File: src/rtl/serial_sub_pkg.sv
// Shared types and sizing helpers for the bit-serial subtractor.
package serial_sub_pkg;

  typedef enum logic [1:0] {
    IDLE = 2'd0,
    RUN  = 2'd1,
    DONE = 2'd2
  } state_e;

  localparam int DEFAULT_WIDTH = 8;

  function automatic int cntWidth(input int w);
    return (w < 2) ? 1 : $clog2(w);
  endfunction

endpackage

File: src/rtl/serial_subtractor_fs_cell.sv
// Combinational 1-bit full subtractor: d = a - b - bin, with borrow-out.
module fs_cell (
  input  logic a,
  input  logic b,
  input  logic bin,
  output logic d,
  output logic bout
);

  assign d    = a ^ b ^ bin;
  assign bout = (~a & b) | (~(a ^ b) & bin);

endmodule

File: src/rtl/serial_subtractor.sv
// Bit-serial subtractor, LSB first, one bit per clock with a borrow flip-flop.
// Optional signed-overflow output ovf is enabled by defining SERIAL_SUB_OVF_EN.
module serial_subtractor
  import serial_sub_pkg::*;
#(
  parameter int WIDTH = DEFAULT_WIDTH
) (
  input  logic             clk,
  input  logic             rst,
  input  logic             start,
  input  logic [WIDTH-1:0] a,
  input  logic [WIDTH-1:0] b,
  input  logic             bin,
  output logic             busy,
  output logic             done,
  output logic [WIDTH-1:0] diff,
  output logic             bout
`ifdef SERIAL_SUB_OVF_EN
  ,
  output logic             ovf
`endif
);

  localparam int CW = cntWidth(WIDTH);
  localparam logic [CW-1:0] LAST = CW'(WIDTH - 1);

  state_e           state_q, state_d;
  logic [CW-1:0]    cnt_q, cnt_d;
  logic [WIDTH-1:0] aSh_q, aSh_d;
  logic [WIDTH-1:0] bSh_q, bSh_d;
  logic [WIDTH-1:0] res_q, res_d;
  logic             br_q, br_d;
  logic             busy_q, busy_d;
  logic [WIDTH-1:0] diff_q, diff_d;
  logic             bout_q, bout_d;
  logic             dBit, brNext;
`ifdef SERIAL_SUB_OVF_EN
  logic             aMsb_q, aMsb_d;
  logic             bMsb_q, bMsb_d;
  logic             ovf_q, ovf_d;
`endif

  fs_cell uCell (
    .a    (aSh_q[0]),
    .b    (bSh_q[0]),
    .bin  (br_q),
    .d    (dBit),
    .bout (brNext)
  );

  always_ff @(posedge clk or posedge rst) begin
    if (rst) begin
      state_q <= IDLE;
      cnt_q   <= '0;
      aSh_q   <= '0;
      bSh_q   <= '0;
      res_q   <= '0;
      br_q    <= 1'b0;
      busy_q  <= 1'b0;
      diff_q  <= '0;
      bout_q  <= 1'b0;
`ifdef SERIAL_SUB_OVF_EN
      aMsb_q  <= 1'b0;
      bMsb_q  <= 1'b0;
      ovf_q   <= 1'b0;
`endif
    end else begin
      state_q <= state_d;
      cnt_q   <= cnt_d;
      aSh_q   <= aSh_d;
      bSh_q   <= bSh_d;
      res_q   <= res_d;
      br_q    <= br_d;
      busy_q  <= busy_d;
      diff_q  <= diff_d;
      bout_q  <= bout_d;
`ifdef SERIAL_SUB_OVF_EN
      aMsb_q  <= aMsb_d;
      bMsb_q  <= bMsb_d;
      ovf_q   <= ovf_d;
`endif
    end
  end

  // DONE accepts a new start exactly like IDLE, giving WIDTH+1 cycle throughput.
  always_comb begin
    state_d = state_q;
    cnt_d   = cnt_q;
    aSh_d   = aSh_q;
    bSh_d   = bSh_q;
    res_d   = res_q;
    br_d    = br_q;
    busy_d  = busy_q;
    diff_d  = diff_q;
    bout_d  = bout_q;
`ifdef SERIAL_SUB_OVF_EN
    aMsb_d  = aMsb_q;
    bMsb_d  = bMsb_q;
    ovf_d   = ovf_q;
`endif
    case (state_q)
      IDLE, DONE: begin
        busy_d  = 1'b0;
        state_d = IDLE;
        if (start) begin
          aSh_d   = a;
          bSh_d   = b;
          br_d    = bin;
          cnt_d   = '0;
          busy_d  = 1'b1;
          state_d = RUN;
`ifdef SERIAL_SUB_OVF_EN
          aMsb_d  = a[WIDTH-1];
          bMsb_d  = b[WIDTH-1];
`endif
        end
      end
      RUN: begin
        aSh_d = aSh_q >> 1;
        bSh_d = bSh_q >> 1;
        res_d = {dBit, res_q[WIDTH-1:1]};
        br_d  = brNext;
        cnt_d = cnt_q + CW'(1);
        if (cnt_q == LAST) begin
          state_d = DONE;
          busy_d  = 1'b0;
          diff_d  = {dBit, res_q[WIDTH-1:1]};
          bout_d  = brNext;
`ifdef SERIAL_SUB_OVF_EN
          // dBit is the result MSB on the final bit.
          ovf_d   = (aMsb_q ^ bMsb_q) & (aMsb_q ^ dBit);
`endif
        end
      end
      default: state_d = IDLE;
    endcase
  end

  assign busy = busy_q;
  assign done = (state_q == DONE);
  assign diff = diff_q;
  assign bout = bout_q;
`ifdef SERIAL_SUB_OVF_EN
  assign ovf  = ovf_q;
`endif

endmodule

File: config.mk
export PLATFORM = sky130hd
export DESIGN_NAME = serial_subtractor
export DESIGN_NICKNAME = d
export VERILOG_FILES = /design/src/rtl/serial_sub_pkg.sv /design/src/rtl/serial_subtractor_fs_cell.sv /design/src/rtl/serial_subtractor.sv
export SDC_FILE = /design/constraint.sdc
export NUM_CORES = 1
export LEC_CHECK = 0
export BUFFER_PORTS_ARGS = -buffer_cell sky130_fd_sc_hd__buf_2
export CELL_PAD_IN_SITES_DETAIL_PLACEMENT = 1
export CELL_PAD_IN_SITES_GLOBAL_PLACEMENT = 1
export CORE_UTILIZATION = 38
export CTS_BUF_LIST = sky130_fd_sc_hd__clkbuf_16
export CTS_CLUSTER_SIZE = 12
export DETAILED_ROUTE_END_ITERATION = 16
export HOLD_SLACK_MARGIN = 0.03
export MAX_ROUTING_LAYER = met4
export PLACE_DENSITY = 0.73
export SYNTH_ARGS = -nofsm -noshare
export SYNTH_HDL_FRONTEND = slang
export SYNTH_SLANG_ARGS = --single-unit
File: constraint.sdc
create_clock -name clk -period 1.4 [get_ports clk]
set_input_delay 0.14 -clock clk [delete_from_list [all_inputs] [get_ports clk]]
set_output_delay 0.14 -clock clk [all_outputs]
set_load 0.01 [all_outputs]
# After elaboration in Yosys (flattened, before gate mapping)
# Index checks and enable logic that the tools add are counted.
# word_totals
reg_bits	40
mem_bits_rw	0
wordCells	42
latchBits	0
output_inout_bits	11
romBits	0
in_bits	20
mem_count	0
# op_classes
n_eq_ne	5
shifts	0
reduce_logical	6
mux	14
order_cmp	0
addsub	1
div_mod_pow	0
mul	0
bitwise	7
# op_table
op	n
one-hot mux 8 bit (2 select lines)	2
2-to-1 mux 8 bit	2
one-hot mux 3 bit (2 select lines)	1
AND reduction 2 bit	3
2-to-1 mux 1 bit	4
!= test 2 bit (second input constant)	2
one-hot mux 1 bit (2 select lines)	2
one-hot mux 2 bit (2 select lines)	1
adder 3 x 1 -> 3 bit (second input constant)	1
equality test 3 bit (second input constant)	1
2-to-1 mux 3 bit	1
bitwise AND 1 bit	2
equality test 2 x 1 -> 1 bit (second input constant)	1
equality test 2 bit (second input constant)	1
logical NOT 2 bit	1
2-to-1 mux 2 bit	1
NOT 1 bit	2
nonzero test 2 bit	1
OR reduction 2 bit	1
XOR 1 bit	2
OR 1 bit	1

# Logic depth before layout (Yosys ltp)
# depth
ltp_word	5
mapped_depth	6
ltp_nobuf	5

# Cells and area by module
# A second synthesis with hierarchy kept.
# hier_totals
cells_unflattened	158
area_unflattened_um2	1684.1
# modules_own_cells
module	n_inst	cells_per_inst	area_each_um2	seq_area_each_um2
serial_subtractor	1	154	1652.8	975.9
fs_cell	1	4	31.3	0.0

# Worst setup path after synthesis
# No wires, ideal clock.
# synth_timing
path_type	flip-flop to flip-flop
startpoint	register cnt_q[0]
endpoint	register diff_q[0] (netlist: diff[0])
arrival_ps	1399
path_buffers	1
required_ps	1275
period_less_slack_ps	1523
setup_slack_ps	-123
setup_ps	125
stages_incl_launch_ff	6
path_cell_list	dfrtp_1 > ha_1 > ha_1 > nand3b_1 > buf_2 > mux2_2
# synth_between
elab_chain_len	2
# synth_lines
item	line	source
from (decl)	serial_subtractor.sv:28	logic [CW-1:0] cnt_q, cnt_d;
from (signal assigned)	serial_subtractor.sv:69	cnt_q <= cnt_d;
equality test 3 bit	serial_subtractor.sv:124	if (cnt_q == LAST) begin
AND reduction 2 bit (no line)	--	
to (signal assigned)	serial_subtractor.sv:75	diff_q <= diff_d;
to (decl)	serial_subtractor.sv:34	logic [WIDTH-1:0] diff_q, diff_d;
# Every way passes these cells.
# A chain may end at the register's enable or synchronous reset.

# Final worst setup path
# layout_timing
startpoint	register cnt_q[0]
endpoint	register diff_q[6] (netlist: diff[6])
# The elaborated chain is that of the path after synthesis.

==> out/results.env <==
RUN_STATUS='finished, violations left'
FAILING_CHECKS='negative setup slack'
FLOORPLAN.IO_PINS=31
HOLD_VIOL_FINAL=0
MAX_CAP_VIOL_COUNT=0
WORST_SKEW_PAIR.LATE_LATENCY_NS=0.29
DIE_HEIGHT_MICRONS=68.3
AVG_CELL_AREA_SYN_SQ_UM=10.9
DPL_CELL_AREA_SQ_UM=1930
LAYOUT_WORST_PATH_CYCLE_SHARE=1.06
WL_PER_CELL_MICRONS=15.7
SYNTH-WARNING-COUNT=0
BUFFERS_ON_PORTS=30
POST_SYNTH_MAIN_AREA_CONTRIBUTORS='sky130_fd_sc_hd__dfrtp_1, sky130_fd_sc_hd__mux2_2, sky130_fd_sc_hd__nand2_1'
ANTENNA_CELLS_INSERTED=0
PERIOD_MINUS_SLACK_NS=1.48
GPL.FINAL_WEIGHTED_CONGESTION=0.740
WORST-SETUP-PATH-TYPE='reg -> reg'
POWER_DENSITY_CELLS_nW_PER_UM2=2440
SLEW_VIOLATIONS=0
WORST_CLOCK_SKEW_NS=0.00697
POST_SYNTH_INSTANCE_AREA_SQ_UM=1670
TOTALNEGATIVESETUPSLACK_NS=-0.637
SYNTH_FP_NETS=177
FINALNETCOUNT=220
CPPEAKSTAGEDELAY_NS=0.39
UNREPAIRED_SETUP_ENDPOINTS_AFTER_GLOBAL_ROUTING='true'
DRCVIOLATIONCOUNT=0
SYNTH_CELLS=154
VIAS=1272
RRSETUPSLACK_NS=-0.08
FINAL_COMMON_CELL='sky130_fd_sc_hd__dfrtp_1'
MIN-DELAY-PATH-CLASS='in -> reg'
CRIT_REQUIRED_NS=1.56
FIN_WS_NS=-0.0834
FIRST_ITER_VIOLATIONS=62
YOSYS_TOP_CELL_BY_AREA='sky130_fd_sc_hd__dfrtp_1'
TIMING.SLEW.HEADROOM=0.669
CTS_MAX_LEVEL=2
POST_ROUTE_CELLS_DRIVE_ABOVE_1_SHARE=0.328
DPL.HPWL_MM=2.65
DIE_WIDTH_MICRONS=68.3
PATH_CELLS='ha_2 -> ha_4 -> nand3b_1 -> buf_6 -> mux2_4'
CRITICAL_PATH.STARTPOINT_TYPE='register'
GLOBAL_ROUTE.OVERFLOW_TOTAL=0
GRT_FIRST_PASS_WIRELENGTH_MM=6.43
GRTUSAGETOTAL=0.202
CORE_AREA_SQ_UM=4120
FLOORPLAN.INITIALDENSITY=0.406
CLOCKROOTBUFFER='sky130_fd_sc_hd__clkbuf_16'
CLKTRANSATPATHREGS_NS=0.05
IR_DROP_uV=841
POWER_LEAKAGE_uW=0.00108
POST-ROUTE-CELL-AREA_SQ_UM=2160
FINALSETUPVIOLATIONS=8
VIASPERCELL=5.13
DETAILEDROUTE.FIRSTPASSITERATIONCOUNT=4
TRITONCTS_BUFFER_COUNT=5
TIMING.CRITICAL_PATH.FANOUT_MAX=7
TIGHTESTPINTRANSITION_NS=0.497
SYNTH_CELL_TYPE_COUNT=27
DIE_AREA_SQ_UM=4670
DP_WORST_SETUP_SLACK_NS=-0.0786
ANTENNA_FOUND_INITIAL=0
FINAL.HOLD.WORST_SLACK_NS=0.0922
NUMBER_OF_GLOBAL_ROUTE_VIAS_BEFORE_REPAIR=1363
TRITONCTS_NUM_SINKS=39
MOST_FREQUENT_CELLS_IN_THE_LAYOUT='sky130_fd_sc_hd__dfrtp_1, sky130_fd_sc_hd__buf_2, sky130_fd_sc_hd__nand2_1, sky130_fd_sc_hd__nor2_1, sky130_fd_sc_hd__buf_4'
MAX_CLOCK_FREQ_MHz=674
SYNTHDOMINANTCELLAREASHARE=0.584
FLOW.AREA_GROWTH_FROM_SYNTHESIS_PCT=29.1
DETAIL_ROUTE.WIRELENGTH_MM=3.90
CORE.ROWCOUNT=23
YS_SEQ_ELEMENTS=39
CTS.PATH.MAX_BUFFERS=2
SYNTH_SEQ_AREA_SHARE=0.584
WORST_PATH_MAX_DELAY_CELL='sky130_fd_sc_hd__dfrtp_1'
CTS_TREE='yes'
END_KIND='register'
CRIT_ARRIVAL_NS=1.65
DRTANTENNAVIOLNETS=0
LARGEST_NET_DEGREE_AT_THE_START_OF_GLOBAL_ROUTING=40
## flip-flops by register name (all words and copies together), names as in the netlist
name,count
bout,1
br_q,1
state_q,2
aSh_q,8
bSh_q,8
res_q,7
diff,8
busy,1
cnt_q,3
## path summary, 6_finish.rpt
kind	from	to	cells after the start
min reg2reg	res_q[1]$_DFFE_PP0P_	res_q[1]$_DFFE_PP0P_	2
max in group asynchronous	rst	bSh_q[5]$_DFFE_PP0P_	4
min	bin	br_q$_DFFE_PP0P_	2
max reg2reg	cnt_q[0]$_DFFE_PP0P_	diff[6]$_DFFE_PP0P_	5
max	cnt_q[0]$_DFFE_PP0P_	diff[6]$_DFFE_PP0P_	5
min in group asynchronous	rst	diff[3]$_DFFE_PP0P_	4
## what timing repair did
item,in CTS,in global routing
hold buffers,1,0
endpoints found under the hold margin,39,0
pin swaps,0,1
endpoints found under the setup margin,9,11
setup buffers,0,1
resized for setup,9,2
## area by class of cell
class                      count  area, sq um
clock buffer                   5          125
clock inverter                 3         38.8
fill                         470         1960
inverter                       4         15.0
multi-input combinational    101          664
sequential                    39          976
tap                           50         62.6
timing repair buffer          46          277
## worst max-delay path: cells and delay by family (launching register included)
family,cells,cell delay (ns)
AND/OR/NAND/NOR,1,0.15
flip-flops,1,0.39
buffers and inverters,1,0.18
multiplexers,1,0.30
adder cells (fa/ha/maj),2,0.34
## cell usage after synthesis
cell and n:
sky130_fd_sc_hd__a21oi_1 2, sky130_fd_sc_hd__clkbuf_2 1, sky130_fd_sc_hd__and2b_1 1, sky130_fd_sc_hd__mux2_2 10, sky130_fd_sc_hd__dfrtp_1 39, sky130_fd_sc_hd__nand2b_1 3, sky130_fd_sc_hd__and3b_1 1, sky130_fd_sc_hd__a211oi_1 1
sky130_fd_sc_hd__clkbuf_1 1, sky130_fd_sc_hd__xnor2_1 1, sky130_fd_sc_hd__buf_6 1, sky130_fd_sc_hd__ha_1 2, sky130_fd_sc_hd__nor2b_1 4, sky130_fd_sc_hd__buf_2 5, sky130_fd_sc_hd__a221o_1 2, sky130_fd_sc_hd__inv_1 4
sky130_fd_sc_hd__a22o_1 3, sky130_fd_sc_hd__nand3b_1 1, sky130_fd_sc_hd__nand3_1 1, sky130_fd_sc_hd__o22ai_1 12, sky130_fd_sc_hd__mux2i_1 2, sky130_fd_sc_hd__buf_4 2, sky130_fd_sc_hd__o21ai_0 5, sky130_fd_sc_hd__fa_1 1
sky130_fd_sc_hd__nor2_1 14, sky130_fd_sc_hd__nand2_1 24, sky130_fd_sc_hd__nor3_1 11
## report_power, final
| part | switching (uW) | total (uW) | internal [uW] |
|---|---|---|---|
| Sequential | 331 | 1990 | 1660 |
| Combinational | 1010 | 2010 | 1000 |
| Clock | 432 | 1260 | 830 |
## per-layer routing
metal  share of wire  up-vias  wire, microns  global-route usage
met5               0        -              0                   -
met4           0.017        0             68              0.0859
met3           0.038        6            148              0.0650
met2            0.49       25           1900               0.306
met1            0.46      628           1780               0.245
li1                -      613              -                   -
## kinds of logic (layout without fill, tap and decap cells)
family | Yosys count | in the layout | share of synthesized area
AND/OR/NAND/NOR | 60 | 60 | 0.162
AO/OA/AOI/OAI | 25 | 25 | 0.0981
buffers and inverters | 14 | 58 | 0.0449
XOR/XNOR | 1 | 1 | 0.00524
adder cells (fa/ha/maj) | 3 | 3 | 0.0269
flip-flops | 39 | 39 | 0.584
multiplexers | 12 | 12 | 0.0793
## per-stage QoR
stage	utilization	total power (uW)	cells
2_1_floorplan	-	3250	154
3_3_place_gp	0.470	3770	238
3_5_place_dp	0.470	3920	238
4_1_cts	0.522	5330	247
5_1_grt	0.524	5670	248
6_report	0.524	5260	248
No activity file was read; power rests on OpenSTA's default activity.
